<file path="src/rtl/imem_loader_pkg.sv">
// imem_pkg: definitions shared by the instruction-memory loader and the
// fetch-side byte-lane memories.
//   imem_ld_state_t : loader FSM state encoding
//   IMEM_LANES      : number of byte lanes per instruction word
//   IMEM_LANE_W     : width of a lane index
//   IMEM_ADDR_W     : default word-address width, so loader and memories agree
//   csum_update     : running XOR checksum step
//   lane_onehot     : lane index to one-hot lane write enable
package imem_pkg;

    localparam int IMEM_LANES  = 4;
    localparam int IMEM_LANE_W = $clog2(IMEM_LANES);
    localparam int IMEM_ADDR_W = 8;

    typedef enum logic [2:0] {
        ST_IDLE = 3'd0,
        ST_LEN  = 3'd1,
        ST_DATA = 3'd2,
        ST_CSUM = 3'd3,
        ST_DONE = 3'd4,
        ST_ERR  = 3'd5
    } imem_ld_state_t;

    // Fold one payload byte into the running XOR checksum.
    function automatic logic [7:0] csum_update(input logic [7:0] acc, input logic [7:0] data);
        return acc ^ data;
    endfunction

    // One-hot write enable for the given byte lane.
    function automatic logic [IMEM_LANES-1:0] lane_onehot(input logic [IMEM_LANE_W-1:0] lane);
        return {{(IMEM_LANES-1){1'b0}}, 1'b1} << lane;
    endfunction

endpackage

</file>
<file path="src/rtl/imem_loader_if.sv">
// imem_loader_if: byte-stream handshake plus byte-lane memory write port.
//   in_valid / in_data / in_ready : valid/ready byte stream into the loader
//   mem_we / mem_addr / mem_wdata : per-lane write enable, shared word
//                                   address and shared write byte
// Modports:
//   slave  : the loader (consumes the stream, drives the memory write port)
//   master : the stream source / memory side
interface imem_loader_if
    import imem_pkg::*;
#(
    parameter int ADDR_W = IMEM_ADDR_W
) ();

    logic                  in_valid;
    logic [7:0]            in_data;
    logic                  in_ready;
    logic [IMEM_LANES-1:0] mem_we;
    logic [ADDR_W-1:0]     mem_addr;
    logic [7:0]            mem_wdata;

    modport slave (
        input  in_valid,
        input  in_data,
        output in_ready,
        output mem_we,
        output mem_addr,
        output mem_wdata
    );

    modport master (
        output in_valid,
        output in_data,
        input  in_ready,
        input  mem_we,
        input  mem_addr,
        input  mem_wdata
    );

endinterface

</file>
<file path="src/rtl/imem_loader.sv">
// imem_loader: boot-time writer for the four byte-lane instruction memories.
// Consumes a stream of: header H (word count H+1), (H+1)*4 little-endian
// payload bytes, then one XOR checksum byte over the payload. Each payload
// byte is written to lane lane_cnt at word word_cnt one cycle after accept.
// The core is held in reset until the image has loaded and verified.
// Ports:
//   clk, rst_n : clock, asynchronous active-low reset
//   start      : single-cycle load request (honoured in IDLE, DONE, ERR)
//   bus        : stream handshake + memory write port (slave modport)
//   cpu_hold   : 1 keeps the core in reset; 0 only in DONE
//   done       : image loaded and checksum matched (sticky level)
//   error      : checksum mismatch (sticky level)
module imem_loader
    import imem_pkg::*;
#(
    parameter int ADDR_W = IMEM_ADDR_W
) (
    input  logic         clk,
    input  logic         rst_n,
    input  logic         start,
    imem_loader_if.slave bus,
    output logic         cpu_hold,
    output logic         done,
    output logic         error
);

    imem_ld_state_t        state_r;
    imem_ld_state_t        state_s;

    logic [IMEM_LANE_W-1:0] lane_cnt_r;
    logic [ADDR_W-1:0]      word_cnt_r;
    logic [ADDR_W-1:0]      hdr_r;
    logic [7:0]             csum_r;

    logic                   accept_s;
    logic                   clear_s;
    logic                   last_byte_s;

    logic                   in_ready_r;
    logic [IMEM_LANES-1:0]  mem_we_r;
    logic [ADDR_W-1:0]      mem_addr_r;
    logic [7:0]             mem_wdata_r;
    logic                   cpu_hold_r;
    logic                   done_r;
    logic                   error_r;

    // Handshake qualifier and end-of-payload detect.
    // in_ready_r is high exactly in LEN/DATA/CSUM, so it also gates accepts.
    always_comb begin
        accept_s    = bus.in_valid && in_ready_r;
        last_byte_s = (lane_cnt_r == IMEM_LANE_W'(IMEM_LANES - 1)) && (word_cnt_r == hdr_r);
    end

    // Next-state logic; clear_s resets the counters whenever a fresh load can begin.
    always_comb begin
        state_s = state_r;
        clear_s = 1'b0;
        case (state_r)
            ST_IDLE: begin
                clear_s = 1'b1;
                if (start) begin
                    state_s = ST_LEN;
                end else begin
                    state_s = ST_IDLE;
                end
            end
            ST_LEN: begin
                if (accept_s) begin
                    state_s = ST_DATA;
                end else begin
                    state_s = ST_LEN;
                end
            end
            ST_DATA: begin
                if (accept_s && last_byte_s) begin
                    state_s = ST_CSUM;
                end else begin
                    state_s = ST_DATA;
                end
            end
            ST_CSUM: begin
                if (accept_s) begin
                    if (bus.in_data == csum_r) begin
                        state_s = ST_DONE;
                    end else begin
                        state_s = ST_ERR;
                    end
                end else begin
                    state_s = ST_CSUM;
                end
            end
            ST_DONE, ST_ERR: begin
                if (start) begin
                    clear_s = 1'b1;
                    state_s = ST_LEN;
                end else begin
                    state_s = state_r;
                end
            end
            default: begin
                state_s = ST_IDLE;
            end
        endcase
    end

    // FSM state register.
    always_ff @(posedge clk or negedge rst_n) begin
        if (!rst_n) begin
            state_r <= ST_IDLE;
        end else begin
            state_r <= state_s;
        end
    end

    // Header latch, lane/word counters and running checksum.
    // The word counter may wrap after the final word, but DATA is left on that
    // same accept so the wrapped value is never used as a write address.
    always_ff @(posedge clk or negedge rst_n) begin
        if (!rst_n) begin
            lane_cnt_r <= {IMEM_LANE_W{1'b0}};
            word_cnt_r <= {ADDR_W{1'b0}};
            hdr_r      <= {ADDR_W{1'b0}};
            csum_r     <= 8'h00;
        end else if (clear_s) begin
            lane_cnt_r <= {IMEM_LANE_W{1'b0}};
            word_cnt_r <= {ADDR_W{1'b0}};
            hdr_r      <= {ADDR_W{1'b0}};
            csum_r     <= 8'h00;
        end else if ((state_r == ST_LEN) && accept_s) begin
            hdr_r <= ADDR_W'(bus.in_data);
        end else if ((state_r == ST_DATA) && accept_s) begin
            lane_cnt_r <= lane_cnt_r + IMEM_LANE_W'(1);
            if (lane_cnt_r == IMEM_LANE_W'(IMEM_LANES - 1)) begin
                word_cnt_r <= word_cnt_r + ADDR_W'(1);
            end else begin
                word_cnt_r <= word_cnt_r;
            end
            csum_r <= csum_update(csum_r, bus.in_data);
        end else begin
            hdr_r <= hdr_r;
        end
    end

    // Registered memory write port: one single-lane write per accepted payload byte.
    always_ff @(posedge clk or negedge rst_n) begin
        if (!rst_n) begin
            mem_we_r    <= {IMEM_LANES{1'b0}};
            mem_addr_r  <= {ADDR_W{1'b0}};
            mem_wdata_r <= 8'h00;
        end else if ((state_r == ST_DATA) && accept_s) begin
            mem_we_r    <= lane_onehot(lane_cnt_r);
            mem_addr_r  <= word_cnt_r;
            mem_wdata_r <= bus.in_data;
        end else begin
            mem_we_r    <= {IMEM_LANES{1'b0}};
        end
    end

    // Status outputs registered from the next state so they track the FSM
    // without an extra cycle of latency.
    always_ff @(posedge clk or negedge rst_n) begin
        if (!rst_n) begin
            in_ready_r <= 1'b0;
            cpu_hold_r <= 1'b1;
            done_r     <= 1'b0;
            error_r    <= 1'b0;
        end else begin
            in_ready_r <= (state_s == ST_LEN) || (state_s == ST_DATA) || (state_s == ST_CSUM);
            cpu_hold_r <= (state_s != ST_DONE);
            done_r     <= (state_s == ST_DONE);
            error_r    <= (state_s == ST_ERR);
        end
    end

    assign bus.in_ready  = in_ready_r;
    assign bus.mem_we    = mem_we_r;
    assign bus.mem_addr  = mem_addr_r;
    assign bus.mem_wdata = mem_wdata_r;
    assign cpu_hold      = cpu_hold_r;
    assign done          = done_r;
    assign error         = error_r;

endmodule

</file>
<file path="src/flat_wrapper.sv">
// flat-port wrapper written by rule: the top's interface ports become plain ports
module imem_loader_flat import imem_pkg::*;
#(
    parameter int ADDR_W = IMEM_ADDR_W
)
  (clk, rst_n, start, cpu_hold, done, error, bus_in_valid, bus_in_data, bus_in_ready, bus_mem_we, bus_mem_addr, bus_mem_wdata);
  imem_loader_if #(.ADDR_W(ADDR_W)) bus_i ();
  input  logic clk;
  input  logic rst_n;
  input  logic start;
  output logic cpu_hold;
  output logic done;
  output logic error;
  input wire logic [$bits(bus_i.in_valid)-1:0] bus_in_valid;
  input wire logic [$bits(bus_i.in_data)-1:0] bus_in_data;
  output wire logic [$bits(bus_i.in_ready)-1:0] bus_in_ready;
  output wire logic [$bits(bus_i.mem_we)-1:0] bus_mem_we;
  output wire logic [$bits(bus_i.mem_addr)-1:0] bus_mem_addr;
  output wire logic [$bits(bus_i.mem_wdata)-1:0] bus_mem_wdata;
  assign bus_i.in_valid = bus_in_valid;
  assign bus_i.in_data = bus_in_data;
  assign bus_in_ready = bus_i.in_ready;
  assign bus_mem_we = bus_i.mem_we;
  assign bus_mem_addr = bus_i.mem_addr;
  assign bus_mem_wdata = bus_i.mem_wdata;
  imem_loader #(.ADDR_W(ADDR_W)) u_core (.clk(clk), .rst_n(rst_n), .start(start), .bus(bus_i), .cpu_hold(cpu_hold), .done(done), .error(error));
endmodule
</file>
<file path="config.mk">
export PLATFORM = sky130hd
export DESIGN_NAME = imem_loader_flat
export DESIGN_NICKNAME = d
export VERILOG_FILES = /design/src/rtl/imem_loader_pkg.sv /design/src/rtl/imem_loader_if.sv /design/src/rtl/imem_loader.sv /design/src/flat_wrapper.sv
export SDC_FILE = /design/constraint.sdc
export NUM_CORES = 1
export LEC_CHECK = 0
export CAP_MARGIN = 10
export CORE_MARGIN = 8
export CORE_UTILIZATION = 50
export DETAILED_ROUTE_END_ITERATION = 8
export GPL_TIMING_DRIVEN = 1
export PLACE_DENSITY = 0.75
export SETUP_SLACK_MARGIN = 0.05
export SLEW_MARGIN = 20
export SYNTH_ARGS = -nofsm -noshare
export SYNTH_HDL_FRONTEND = slang
export SYNTH_SLANG_ARGS = --single-unit
</file>
<file path="constraint.sdc">
create_clock -name clk -period 3.73 [get_ports clk]
set_clock_uncertainty 0.05 [all_clocks]
set_input_delay 0.746 -clock clk [delete_from_list [all_inputs] [get_ports clk]]
set_output_delay 0.746 -clock clk [all_outputs]
set_load 0.01 [all_outputs]
</file>
==> results of run 1 <==
==> cells in the final DEF (no fill, tap or decap), drive strengths merged <==
cell / n
o21a: 1
mux2i: 2
nor3: 3
inv: 4
nor4: 2
o211ai: 2
dfrtp: 52
and2: 4
clkbuf: 7
buf: 4
nand4: 5
ha: 5
xor2: 14
and3: 1
clkdlybuf4s50: 34
a22o: 8
or3: 1
or2: 1
dfstp: 1
clkinv: 1
o21ai: 17
nand2: 54
xnor2: 10
nand2b: 2
nor2: 25
a21oi: 2
nand3: 5
nand4b: 1
==> state kept, by name, indices dropped and copies added (netlist names) <==
register              count
u_core.csum_r             8
u_core.lane_cnt_r         2
u_core.word_cnt_r         8
u_core.hdr_r              8
u_core.done               1
u_core.error              1
u_core.bus.mem_wdata      8
u_core.bus.mem_addr       8
u_core.state_r            3
u_core.bus.mem_we         4
u_core.cpu_hold           1
u_core.bus.in_ready       1
==> per-layer routing <==
layer  vias up  wire length, um
met1       803             2070
met4         0               72
li1        830                -
met3         6              282
met5         -                0
met2        40             2190
==> worst max-delay path by stage <==
stage                       from          endpoint  slack, ns  cells past startpoint
global route        bus_in_valid  u_core.csum_r[7]       1.26                      6
floorplan           bus_in_valid  u_core.csum_r[4]       1.99                      7
detailed placement  bus_in_valid  u_core.csum_r[2]       1.08                      6
finish              bus_in_valid  u_core.csum_r[2]       1.39                      6
CTS                 bus_in_valid  u_core.csum_r[2]       1.39                      6
global placement    bus_in_valid  u_core.csum_r[0]       1.16                      6
==> final cells by class <==
class,count,area [um2]
Clock buffer,7,96.3
Clock inverter,1,5.00
Fill cell,423,1790
Inverter,4,15.0
Multi-Input combinational cell,165,960
Sequential cell,53,1330
Tap cell,54,67.6
Timing Repair Buffer,38,368
==> cell families after synthesis <==
logic type / after synthesis
AO/OA/AOI/OAI: 30
multiplexers: 2
XOR/XNOR: 24
flip-flops: 53
AND/OR/NAND/NOR: 104
buffers and inverters: 13
adder cells (fa/ha/maj): 5
==> where the power goes <==
part	switching (uW)	internal, uW	total [uW]
clock	183	168	351
combinational	316	291	607
sequential	135	728	863
total	634	1190	1820
==> critical path, stage by stage <==
cell	delay, ns
clkdlybuf4s50_1	0.50
nand2_1	0.11
or3_1	0.74
nor2_1	0.22
o21ai_0	0.10
o21ai_0	0.10
==> stage by stage <==
stage | setup WS [ns] | hold WS [ns]
2_1_floorplan | 1.99 | 0.400
3_3_place_gp | 1.16 | 0.410
3_5_place_dp | 1.08 | 0.412
4_1_cts | 1.39 | 0.434
5_1_grt | 1.26 | 0.456
6_report | 1.39 | 0.426
==> out/results.tsv, run 1 <==
stage	metric	value	unit
power	power_density	641	nW/um2
placed_design	io_buffers	35	
global_route	grt_max_degree	38	
worst_setup_path	cp.required	3.91	ns
job	maxCapViolCount	0	
worst_hold_path	hold_end	u_core.bus.mem_addr[3]	
synth	synth-compound-area-share	7.96	%
worst_hold_path	hold_depth	2	
global_route	grt_pass1_wl	7.91	mm
die	dieArea	7170	um2
synth	async_reset_ff_share	100	%
die	core_area	4630	um2
route	drt_first_pass_iters	4	
route	viasPerCell	5.21	
route	wl_per_cell	14.3	um
cts	clkTransAtPathRegs	0.09	ns
synth	synthSimpleGateAreaFrac	20.1	%
synth	synth_area_leaders	dfrtp_1 (55%), nand2_1 (8.6%), xor2_1 (5.2%)	
placed_design	dpl_cell_area	2740	um2
cts	cts-resized-gates	0	
synth	synth_nets	248	
power	power	1820	uW
sta	fmax	427	MHz
sta	drv_slew	0	
global_route	antenna_found_initial	0	
sta	relSlewSlack	38.7	%
layout	layout-drive-gt1-share	7.46	%
route	routed-via-count	1679	
power	vdd_drop_max	0.343	mV
global_route	top_usage_layer	met2	
worst_setup_path	critical_path.max_fanout	25	
synth	ys_types	31	
synth	synth_common_cells	nand2_1 (54), dfrtp_1 (52), nor2_1 (21)	
cts	cts_root_buffer	clkbuf_8	
cts	clk_latency	0.30	ns
synth	avgSynthCellArea	10.2	um2
synth	syn-cell-area	2360	um2
global_route	grt.met2_usage	21.5	%
cts	post-cts-setup-buffer-count	0	
sta	tightestPinTransition	0.920	ns
run_status	status	finished clean	
global_route	track_usage	13.9	%
cts	numCtsBuffers	5	
cts	cts_sinks	53	
cts	clockBufferDepth	2	
route	drtIter0Drc	83	
worst_setup_path	reg2reg_to	u_core.csum_r[2]	
synth	synth_ff_type	dfrtp_1	
sta	finalHoldViolations	0	
worst_hold_path	hold_path_class	flip-flop to flip-flop	
synth	ys_seq_area_share	56.3	%
sta	setup_tns	0	ns
synth	syn_inst	231	
worst_hold_path	holdCritStartpoint	u_core.bus.mem_addr[3]	
layout	finish.instance_area	2840	um2
worst_setup_path	worst-r2r-setup-slack	1.71	ns
layout	utilization	61.3	%
synth	synth_top_family_by_area	simple AND/OR/NAND/NOR gates	
cts	htreeDepth	2	
synth	yosysTopAreaCellShare	55.2	%
worst_setup_path	arrival	2.53	ns
power	leakagePower	0.00137	uW
worst_setup_path	path_class	input port to flip-flop	
global_route	grt_overflow	0	
worst_setup_path	reg2regPathDepth	5	
global_route	met1_usage	17.2	%
placed_design	dp_cells	314	
placed_design	hpwl	3.19	mm
route	drc	0	
synth	synth_warnings	0	
layout	fin_cells	322	
layout	finalNetCount	284	
synth	yosysMostFrequentCell	nand2_1	
layout	syn_to_final_growth	20.4	%
die	io_pins	36	
route	routed_wl	4.62	mm
synth	synthXorXnorAreaFrac	8.91	%
sta	period_needed	2.34	ns
cts	cts_tree	done	
die	rows	25	
worst_setup_path	start_kind	input port	
die	fp.dieH	84.7	um
sta	rsz0062_at_grt	false	
global_route	use_met3	5.27	%
sta	period_share	62.8	%
synth	yosysTopAreaCell	dfrtp_1	
cts	cts_hold_buf	0	
synth	muxShareOfSynthArea	0.849	%
die	initial_utilization	50.9	%
global_route	grt_pass1_vias	1601	
worst_setup_path	crit_path_end_kind	flip-flop	
placed_design	routabilityCongestion	0.801	
layout	diodes	0	
route	ant_nets	0	
die	die_w	84.7	um
synth	synth_edf_count	0	
synth	ys_seq_elements	53	
synth	synth_adder_area_share	2.65	%
sta	setup_viol	0	
worst_setup_path	r2r-start	u_core.state_r[2]	
(Power assumes the default switching activity.)
==> inputs of run 2 (changes only) <==
CORE_UTILIZATION = 48   (was 50)
clock period = 2.1 ns   (was 3.73 ns; I/O delays follow)
==> run 2 against run 1 <==
  * Die area grew 3.4%
  * Sequential power grew 77%
  * Sequential share of layout area shrank 2.1 points
  * Non-clock buffer count grew 12
  * Critical endpoint is now cpu_hold
  * Combinational power grew 88%
  * Largest power group unchanged
  * Clock-buffer cell count is the same
==> out/results.tsv, run 2 (synthesis results as in run 1) <==
stage	metric	value	unit
run_status	status	finished clean	
worst_setup_path	crit_slowest_cell	dfstp_2	
job	maxCapViolCount	0	
die	fp.dieH	86.1	um
cts	clkTransAtPathRegs	0.09	ns
power	leakagePower	0.00144	uW
worst_setup_path	cp_top_family	flip-flops	
power	internal-power	2160	uW
worst_setup_path	cp.required	1.63	ns
power	clkPwrFrac	18.6	%
die	dieArea	7410	um2
sta	period_needed	1.83	ns
global_route	grt_pass1_vias	1716	
global_route	antenna_found_initial	0	
route	wl_per_cell	13.5	um
sta	drv_slew	0	
sta	setup_viol	0	
power	vdd_drop_max	0.678	mV
sta	period_share	87.0	%
worst_setup_path	start_kind	flip-flop	
layout	fillers	373	
worst_setup_path	path_class	flip-flop to output port	
die	core_area	4720	um2
power	swShare	34.3	%
die	die_w	86.1	um
global_route	grt_max_degree	54	
placed_design	routabilityCongestion	0.781	
route	drc	0	
cts	numCtsBuffers	5	
sta	relSlewSlack	53.6	%
worst_hold_path	hold_path_class	input port to asynchronous set/reset pin	
layout	utilization	62.9	%
worst_setup_path	critical_path.max_fanout	1	
global_route	grt_overflow	0	
cts	clockBufferDepth	2	
power	power_frac_comb	34.8	%
sta	finalHoldViolations	0	
cts	cts_hold_buf	0	
die	io_pins	36	
power	p_seq_share	46.6	%
layout	finish.instance_area	2970	um2
worst_setup_path	crit_path_end_kind	output port	
route	routed-via-count	1717	
layout	seqCellArea	1330	um2
route	viasPerCell	4.95	
die	initial_utilization	49.9	%
placed_design	pre_cts_slack	0.0578	ns
cts	cts_root_buffer	clkbuf_8	
die	rows	25	
cts	cts_sinks	53	
power	power_density	1110	nW/um2
layout	finalNetCount	296	
layout	layout_common_cells	nand2_1 (54), dfrtp_1 (52), clkdlybuf4s50_1 (34)	
worst_setup_path	crit_path_max_incr_delay	0.53	ns
placed_design	io_buffers	35	
sta	fmax	547	MHz
route	drt_first_pass_iters	5	
placed_design	dpl_cell_area	2870	um2
layout	multi_input_area	960	um2
route	ant_nets	0	
layout	syn_to_final_growth	25.9	%
sta	setup_tns	0	ns
sta	tightestPinTransition	0.693	ns
route	routed_wl	4.67	mm
placed_design	hpwl	3.39	mm
layout	final_common_cell	nand2_1	
power	p_sw	1130	uW
worst_setup_path	arrival	1.36	ns
worst_setup_path	critPathBufInv	1	
cts	clk_latency	0.30	ns
global_route	grt_pass1_wl	8.00	mm
worst_setup_path	worstPathCellList	clkdlybuf4s50_1	
layout	diodes	0	
cts	cts_tree	done	
sta	setup_ws	0.272	ns
route	drtIter0Drc	77	
cts	cts-resized-gates	0	
cts	post-cts-setup-buffer-count	0	
layout	layout-drive-gt1-share	11.4	%
cts	htreeDepth	2	
sta	rsz0062_at_grt	false	
global_route	track_usage	13.9	%
==> run 2: cell count changes in the layout (fill, tap and decap cells not counted) <==
cell and change:
buf_12 +2, buf_4 +10
==> run 2: power groups by stage <==
stage	sequential [uW]	clock (uW)	combinational, uW
after floorplan	1520	0	711
after global routing	1570	674	1280
after global placement	1540	0	1120
after detailed placement	1550	0	1150
final	1530	612	1140
after CTS	1530	630	1160
==> run 2: metal layers <==
metal | vias up | global-route usage (%) | wire length, um
met3 | 6 | 4.68 | 317
met1 | 817 | 16.0 | 2070
met2 | 35 | 23.2 | 2220
met4 | 0 | 5.25 | 68
li1 | 859 | - | -
met5 | - | 0 | 0
==> run 2: path summary, 6_finish.rpt <==
path / slack, ns / depth (start not counted) / startpoint / end
max: 0.27 / 1 / u_core.cpu_hold / cpu_hold
min: 0.04 / 2 / rst_n / u_core.bus.mem_we[0]
max reg2reg: 0.34 / 5 / u_core.state_r[2] / u_core.csum_r[7]
min reg2reg: 0.43 / 2 / u_core.bus.mem_addr[2] / u_core.bus.mem_addr[2]
max in group asynchronous: 1.66 / 2 / rst_n / u_core.cpu_hold
min in group clk: 0.43 / 2 / u_core.bus.mem_addr[2] / u_core.bus.mem_addr[2]
==> run 2: layout make-up <==
class / instances / share of cell area, %
well taps: 67 / 2.82
repair buffers: 50 / 16.3
multi-input cells: 165 / 32.3
clock inverters: 1 / 0.168
inverters: 4 / 0.505
clock buffers: 7 / 3.24
flip-flops and latches: 53 / 44.7
==> run 2: metrics by stage <==
| stage | hold WS, ns | total power [uW] | cells |
|---|---|---|---|
| after floorplan | 0.0744 | 2230 | 231 |
| after global placement | 0.381 | 2660 | 339 |
| after detailed placement | 0.387 | 2700 | 339 |
| after CTS | 0.0531 | 3330 | 347 |
| after global routing | 0.0626 | 3530 | 347 |
| final | 0.0404 | 3290 | 347 |
==> inputs of run 3 (changes only) <==
CTS_CLUSTER_SIZE = 30   (was default)
==> results of run 3 <==
Same layout as run 2: the final DEF is identical, and so are final timing and power.
